$ cat config.mk
export PLATFORM = sky130hd
export DESIGN_NAME = life_control_flat
export DESIGN_NICKNAME = d
export VERILOG_FILES = /design/src/rtl/life_control_if.sv /design/src/rtl/life_control.sv /design/src/flat_wrapper.sv
export SDC_FILE = /design/constraint.sdc
export NUM_CORES = 1
export LEC_CHECK = 0
export ABC_AREA = 1
export CORE_AREA = 2 2 92 94
export DETAILED_ROUTE_END_ITERATION = 12
export DIE_AREA = 0 0 94 96
export GPL_TIMING_DRIVEN = 0
export SYNTH_ARGS = -nofsm -noshare
export SYNTH_HDL_FRONTEND = slang
export SYNTH_SLANG_ARGS = --single-unit
$ cat constraint.sdc
create_clock -name clk -period 1.8 [get_ports clk]
set_input_delay 0.36 -clock clk [delete_from_list [all_inputs] [get_ports clk]]
set_output_delay 0.36 -clock clk [all_outputs]
set_load 0.02 [all_outputs]
$ cat src/rtl/life_control_if.sv
// Request and command bundle between the key/timer side and the life_control sequencer.
// The master drives the key requests and run; the slave (the sequencer) drives the strobes.
interface life_control_if;
    logic       req_ld_x;
    logic       req_ld_y;
    logic       req_toggle;
    logic       req_step;
    logic       run;

    logic       ld_x;
    logic       ld_y;
    logic       update_single;
    logic       update_temp;
    logic       update_grid;
    logic       drw;
    logic [6:0] xy_position;
    logic       plot;
    logic       busy;
    logic [7:0] gen_count;

    modport master (
        output req_ld_x, req_ld_y, req_toggle, req_step, run,
        input  ld_x, ld_y, update_single, update_temp, update_grid, drw,
        input  xy_position, plot, busy, gen_count
    );

    modport slave (
        input  req_ld_x, req_ld_y, req_toggle, req_step, run,
        output ld_x, ld_y, update_single, update_temp, update_grid, drw,
        output xy_position, plot, busy, gen_count
    );
endinterface

$ cat src/rtl/life_control.sv
// Game of Life sequencer: turns key edges and a generation timer into one-hot
// datapath strobes, sweeps the cell index, and emits the VGA plot strobe.
module life_control #(
    parameter int CELLS       = 64,
    parameter int TICK_CYCLES = 25000000
) (
    input  logic           clk,
    input  logic           resetn,
    life_control_if.slave  bus
);

    localparam int IDX_W  = (CELLS > 1) ? $clog2(CELLS) : 1;
    localparam int TICK_W = 25;
    localparam logic [IDX_W-1:0]  LAST_IDX  = IDX_W'(CELLS - 1);
    localparam logic [TICK_W-1:0] TICK_LAST = TICK_W'(TICK_CYCLES - 1);

    typedef enum logic [2:0] {
        IDLE,
        LDX,
        LDY,
        TOG,
        COMPUTE,
        COMMIT,
        DRAW,
        DRAW_TAIL
    } state_t;

    state_t            state_q;
    logic [IDX_W-1:0]  index_q;
    logic [7:0]        gen_count_q;
    logic [TICK_W-1:0] tick_q;
    logic [TICK_W-1:0] tick_d;
    logic              tick_wrap;

    // Request bit order: {step, toggle, ld_y, ld_x}
    logic [3:0] req_vec;
    logic [3:0] req_prev_q;
    logic [3:0] req_rise;
    logic       gen_set;

    logic p_x_q;
    logic p_y_q;
    logic p_tog_q;
    logic p_gen_q;
    logic p_draw_q;

    logic ld_x_q;
    logic ld_y_q;
    logic update_single_q;
    logic update_temp_q;
    logic update_grid_q;
    logic drw_q;
    logic plot_q;
    logic busy_q;

    assign req_vec  = {bus.req_step, bus.req_toggle, bus.req_ld_y, bus.req_ld_x};
    assign req_rise = req_vec & ~req_prev_q;

    // Previous-value registers load 1 in reset so keys held through reset stay quiet.
    always_ff @(posedge clk) begin
        if (!resetn) begin
            req_prev_q <= 4'b1111;
        end else begin
            req_prev_q <= req_vec;
        end
    end

    always_comb begin
        tick_wrap = bus.run && (tick_q == TICK_LAST);
        tick_d    = '0;
        if (bus.run && !tick_wrap) begin
            tick_d = tick_q + 1'b1;
        end
    end

    always_ff @(posedge clk) begin
        if (!resetn) begin
            tick_q <= '0;
        end else begin
            tick_q <= tick_d;
        end
    end

    assign gen_set = req_rise[3] | tick_wrap;

    // Pending flags are folded into the FSM so a clear and a fresh request on the
    // same edge resolve in one place: the fresh request survives.
    always_ff @(posedge clk) begin
        if (!resetn) begin
            state_q         <= IDLE;
            index_q         <= '0;
            gen_count_q     <= '0;
            p_x_q           <= 1'b0;
            p_y_q           <= 1'b0;
            p_tog_q         <= 1'b0;
            p_gen_q         <= 1'b0;
            p_draw_q        <= 1'b1;
            ld_x_q          <= 1'b0;
            ld_y_q          <= 1'b0;
            update_single_q <= 1'b0;
            update_temp_q   <= 1'b0;
            update_grid_q   <= 1'b0;
            drw_q           <= 1'b0;
            plot_q          <= 1'b0;
            busy_q          <= 1'b0;
        end else begin
            ld_x_q          <= 1'b0;
            ld_y_q          <= 1'b0;
            update_single_q <= 1'b0;
            update_temp_q   <= 1'b0;
            update_grid_q   <= 1'b0;
            drw_q           <= 1'b0;
            plot_q          <= drw_q;

            p_x_q   <= p_x_q   | req_rise[0];
            p_y_q   <= p_y_q   | req_rise[1];
            p_tog_q <= p_tog_q | req_rise[2];
            p_gen_q <= p_gen_q | gen_set;

            case (state_q)
                IDLE: begin
                    if (p_x_q) begin
                        state_q <= LDX;
                        ld_x_q  <= 1'b1;
                        busy_q  <= 1'b1;
                        p_x_q   <= req_rise[0];
                    end else if (p_y_q) begin
                        state_q <= LDY;
                        ld_y_q  <= 1'b1;
                        busy_q  <= 1'b1;
                        p_y_q   <= req_rise[1];
                    end else if (p_tog_q) begin
                        state_q         <= TOG;
                        update_single_q <= 1'b1;
                        busy_q          <= 1'b1;
                        p_tog_q         <= req_rise[2];
                    end else if (p_draw_q) begin
                        state_q  <= DRAW;
                        drw_q    <= 1'b1;
                        busy_q   <= 1'b1;
                        index_q  <= '0;
                        p_draw_q <= 1'b0;
                    end else if (p_gen_q) begin
                        state_q       <= COMPUTE;
                        update_temp_q <= 1'b1;
                        busy_q        <= 1'b1;
                        index_q       <= '0;
                        p_gen_q       <= gen_set;
                    end
                end
                LDX, LDY: begin
                    state_q <= IDLE;
                    busy_q  <= 1'b0;
                end
                TOG: begin
                    state_q <= DRAW;
                    drw_q   <= 1'b1;
                    index_q <= '0;
                end
                COMPUTE: begin
                    if (index_q == LAST_IDX) begin
                        state_q       <= COMMIT;
                        index_q       <= '0;
                        update_grid_q <= 1'b1;
                    end else begin
                        index_q       <= index_q + 1'b1;
                        update_temp_q <= 1'b1;
                    end
                end
                COMMIT: begin
                    if (index_q == LAST_IDX) begin
                        state_q     <= DRAW;
                        index_q     <= '0;
                        drw_q       <= 1'b1;
                        gen_count_q <= gen_count_q + 8'd1;
                    end else begin
                        index_q       <= index_q + 1'b1;
                        update_grid_q <= 1'b1;
                    end
                end
                DRAW: begin
                    if (index_q == LAST_IDX) begin
                        // Index holds on the last cell; the tail only lets plot catch up.
                        state_q <= DRAW_TAIL;
                    end else begin
                        index_q <= index_q + 1'b1;
                        drw_q   <= 1'b1;
                    end
                end
                DRAW_TAIL: begin
                    state_q <= IDLE;
                    busy_q  <= 1'b0;
                end
                default: begin
                    state_q <= IDLE;
                    busy_q  <= 1'b0;
                end
            endcase
        end
    end

    assign bus.ld_x          = ld_x_q;
    assign bus.ld_y          = ld_y_q;
    assign bus.update_single = update_single_q;
    assign bus.update_temp   = update_temp_q;
    assign bus.update_grid   = update_grid_q;
    assign bus.drw           = drw_q;
    assign bus.xy_position   = 7'(index_q);
    assign bus.plot          = plot_q;
    assign bus.busy          = busy_q;
    assign bus.gen_count     = gen_count_q;

endmodule
$ cat src/flat_wrapper.sv
// flat-port wrapper written by rule: the top's interface ports become plain ports
module life_control_flat 
#(
    parameter int CELLS       = 64,
    parameter int TICK_CYCLES = 25000000
)
  (clk, resetn, bus_req_ld_x, bus_req_ld_y, bus_req_toggle, bus_req_step, bus_run, bus_ld_x, bus_ld_y, bus_update_single, bus_update_temp, bus_update_grid, bus_drw, bus_xy_position, bus_plot, bus_busy, bus_gen_count);
  life_control_if bus_i ();
  input  logic clk;
  input  logic resetn;
  input wire logic [$bits(bus_i.req_ld_x)-1:0] bus_req_ld_x;
  input wire logic [$bits(bus_i.req_ld_y)-1:0] bus_req_ld_y;
  input wire logic [$bits(bus_i.req_toggle)-1:0] bus_req_toggle;
  input wire logic [$bits(bus_i.req_step)-1:0] bus_req_step;
  input wire logic [$bits(bus_i.run)-1:0] bus_run;
  output wire logic [$bits(bus_i.ld_x)-1:0] bus_ld_x;
  output wire logic [$bits(bus_i.ld_y)-1:0] bus_ld_y;
  output wire logic [$bits(bus_i.update_single)-1:0] bus_update_single;
  output wire logic [$bits(bus_i.update_temp)-1:0] bus_update_temp;
  output wire logic [$bits(bus_i.update_grid)-1:0] bus_update_grid;
  output wire logic [$bits(bus_i.drw)-1:0] bus_drw;
  output wire logic [$bits(bus_i.xy_position)-1:0] bus_xy_position;
  output wire logic [$bits(bus_i.plot)-1:0] bus_plot;
  output wire logic [$bits(bus_i.busy)-1:0] bus_busy;
  output wire logic [$bits(bus_i.gen_count)-1:0] bus_gen_count;
  assign bus_i.req_ld_x = bus_req_ld_x;
  assign bus_i.req_ld_y = bus_req_ld_y;
  assign bus_i.req_toggle = bus_req_toggle;
  assign bus_i.req_step = bus_req_step;
  assign bus_i.run = bus_run;
  assign bus_ld_x = bus_i.ld_x;
  assign bus_ld_y = bus_i.ld_y;
  assign bus_update_single = bus_i.update_single;
  assign bus_update_temp = bus_i.update_temp;
  assign bus_update_grid = bus_i.update_grid;
  assign bus_drw = bus_i.drw;
  assign bus_xy_position = bus_i.xy_position;
  assign bus_plot = bus_i.plot;
  assign bus_busy = bus_i.busy;
  assign bus_gen_count = bus_i.gen_count;
  life_control #(.CELLS(CELLS), .TICK_CYCLES(TICK_CYCLES)) u_core (.clk(clk), .resetn(resetn), .bus(bus_i));
endmodule
==> out/qor.csv, run 1 <==
metric;value;unit
logic_depth_of_the_worst_setup_path_including_buffers;1;
synth_fa_ha_area_share;1.30;%
slowest_delay;0.63;ns
timing.setup.tns;0;ns
power_density;1050;nW/um^2
crit_required;1.44;ns
clkLatencyLatePin;0.34;ns
antennaDiodeCount;0;
critical_path.cell_chain;clkdlybuf4s50_1;
setup_viol;0;
timing.final.max_slew_violations;0;
layout.nets;434;
vias;2479;
syn-cell-area;2880;um^2
pin_count_of_the_biggest_net_entering_global_routing;11;
io_pins;30;
port-buffer-count;27;
antenna_found_initial;0;
synthTopCellsByArea;dfxtp_1 (41%), nand2_1 (10%), inv_1 (6.7%);
ys.flop_type;dfxtp_1;
maximum_clock_insertion_buffer_count;2;
numCtsBuffers;9;
timing.fmax;578;MHz
tritoncts;done;
grt_pass1_vias;2246;
finalWorstPathRequiredPeriod;1.73;ns
die_h;96;um
routabilityCongestion;0.813;
antenna_violating_nets_post_route;0;
synth-xor-area-share;5.48;%
worst_setup_path_start_kind;flop;
synth_mux_area_share;0;%
synth_simple_gate_area_share;34.7;%
design.core.area;8050;um^2
fp.dieArea;9020;um^2
wl_per_cell;11.0;um
flow.area_growth_from_synthesis;20.8;%
clock_tree.htree_level_count;3;
timing.critical_path.max_delay_family;buffers and inverters;
worst_path_max_delay_cell;clkdlybuf4s50_1;
global_route.usage.total;14.1;%
synth_top_family_by_area;simple AND/OR/NAND/NOR gates;
rsz_0062_raised_after_global_routing;no;
drt-initial-drc-count;101;
synth.yosys.warnings;0;
power_switching_share;32.3;%
reg2regPathDepth;9;
totalWireLength;5.88;mm
clock-sinks;59;
fin_worst_hold_slack;0.377;ns
timing.final.ws_setup;0.0700;ns
synth_cell_types;34;
p_sw;1.18;mW
cp_max_fo;5;
cts.clk_slew.worst_paths;0.06;ns
internal_power;2.46;mW
dieWidth;94;um
timing.critical_path.to_type;output pin;
ys_ff_latch;59;
net_count_of_the_mapped_netlist;396;
synth_area_leader;dfxtp_1;
synth-edff-count;0;
final.setup_skew;0.00440;ns
cp_data_arrival_time;1.37;ns
drive_above_1_share;14.3;%
synth_compound_gate_area_share;8.39;%
ys_async_sr_fraction;0;%
synth_top_area_share;41.0;%
dp_hpwl;4.33;mm
pre_cts_ws;0.128;ns
drt_pass1_iterations;6;
syn-mean-instance-area;7.46;um^2
power_frac_seq;41.7;%
worst-path-buf-inv;1;
run_status;finished, final reports clean;
detail_route.vias_per_cell;4.65;
worst_hold_path.num_cells;3;
final_layout_fill_cell_count;851;
grt_first_pass_wirelength;9.94;mm
power_total;3.64;mW
start_util;35.7;%
min-delay-path-class;in -> reg;
finalHoldViolCount;0;
peakVddDrop;447;uV
critical_path_class;reg -> out;
cts_root_buf;clkbuf_8;
post-route-drc-count;0;
share_comb_of_total_power;25.0;%
synth.yosys.seq_area_share;41.0;%
syn_inst;386;
static-leakage-power;1.31;nW
post-route-period-util;96.1;%
floorplan.rows;33;
pwr-share-clk;33.3;%
finish.utilization;43.2;%
max-cap-violations;0;
grt_overflow_total;0;
==> timing repair <==
item,4_1_cts,5_1_grt
hold buffers,0,0
gates resized for setup,0,2
endpoints found under the setup margin,0,5
buffers inserted,0,0
hold endpoints to repair,0,0
==> path summary, 6_finish.rpt <==
path	endpoint	slack (ns)	startpoint
setup / recovery	bus_xy_position[4]	0.07	u_core.index_q[4]
hold / removal	u_core.bus.gen_count[3]	0.38	resetn
setup reg to reg	u_core.tick_q[15]	0.16	u_core.tick_q[0]
hold reg to reg	u_core.p_x_q	0.42	u_core.req_prev_q[0]
==> cells in the final DEF, fill, tap and decap left out, types with 9 or more instances in the layout <==
cell / count
nand3_1: 23
nor3_1: 13
clkbuf_8: 11
nor2_2: 20
inv_1: 51
a21oi_1: 21
nand4_1: 9
dfxtp_1: 58
o21ai_0: 14
xor2_1: 12
nor2_1: 40
nand2_1: 79
clkdlybuf4s50_1: 27
==> routing by layer <==
metal	GRT usage (%)	wire length [um]	up-vias	share of wire, %
met4	7.13	123	0	2.1
met2	23.5	2740	48	47
met1	17.2	2780	1119	47
li1	-	-	1302	-
met3	3.29	241	10	4.1
met5	0	0	-	0
==> area by class of cell <==
type	instances	area, um^2	area share (%)
inverter	53	199	5.72
tap	105	131	3.78
timing repair buffer	27	270	7.77
clock buffer	13	159	4.57
buffer	6	60.1	1.73
multi-input combinational	268	1440	41.4
clock inverter	2	35.0	1.01
sequential	59	1180	34.0
==> synthesized netlist by cell type, types with 3 or more instances <==
cell type and count:
nor2_1 40, inv_1 51, dfxtp_1 59, xor2_1 12, nand3_1 23, xnor2_1 6
a21oi_2 3, a21oi_1 21, or2_2 3, nor3_1 13, nor2_4 4, o21ai_0 14
nand2_1 80, nor2_2 20, nand2_2 5, nand4_1 9, ha_1 3
==> state kept, by name, summed over array words and instances (netlist names) <==
| signal | flops |
|---|---|
| u_core.p_y_q | 1 |
| u_core.p_gen_q | 1 |
| u_core.state_q | 3 |
| u_core.bus.gen_count | 8 |
| u_core.tick_q | 25 |
| u_core.p_tog_q | 1 |
| u_core.p_draw_q | 1 |
| u_core.bus.update_temp | 1 |
| u_core.bus.ld_y | 1 |
| u_core.index_q | 6 |
| u_core.bus.busy | 1 |
| u_core.bus.update_grid | 1 |
| u_core.bus.ld_x | 1 |
| u_core.p_x_q | 1 |
| u_core.bus.plot | 1 |
| u_core.req_prev_q | 4 |
| u_core.bus.update_single | 1 |
| u_core.bus.drw | 1 |
==> power groups by stage <==
stage	combinational, mW	sequential [mW]	clock, mW
2_1_floorplan	0.589	1.59	0
3_3_place_gp	0.909	1.53	0
3_5_place_dp	0.910	1.54	0
4_1_cts	0.915	1.51	1.25
5_1_grt	1.04	1.53	1.31
6_report	0.910	1.52	1.21
==> cells by family (layout without fill, tap and decap cells) <==
group	after synthesis	in the layout
XOR/XNOR	18	18
AND/OR/NAND/NOR	203	203
other	1	1
AO/OA/AOI/OAI	43	43
adder cells (fa/ha/maj)	3	3
buffers and inverters	59	101
flip-flops	59	59
==> through the flow <==
stage,cell area [um^2],std cells
after floorplan,2880,386
after global placement,3280,518
after detailed placement,3280,518
after CTS,3470,533
after global routing,3480,533
final,3480,533
(Power assumes the default switching activity.)
==> inputs of run 2 (changes only) <==
Settings changed: ABC_CLOCK_PERIOD_IN_PS from default to 1800.
==> results of run 2 <==
The final DEF is identical to that of run 1; final timing and power are the same.
==> inputs of run 3 (changes only) <==
Settings changed: SLEW_MARGIN from default to 10.
==> results of run 3 <==
The final DEF is identical to that of run 1; final timing and power are the same.
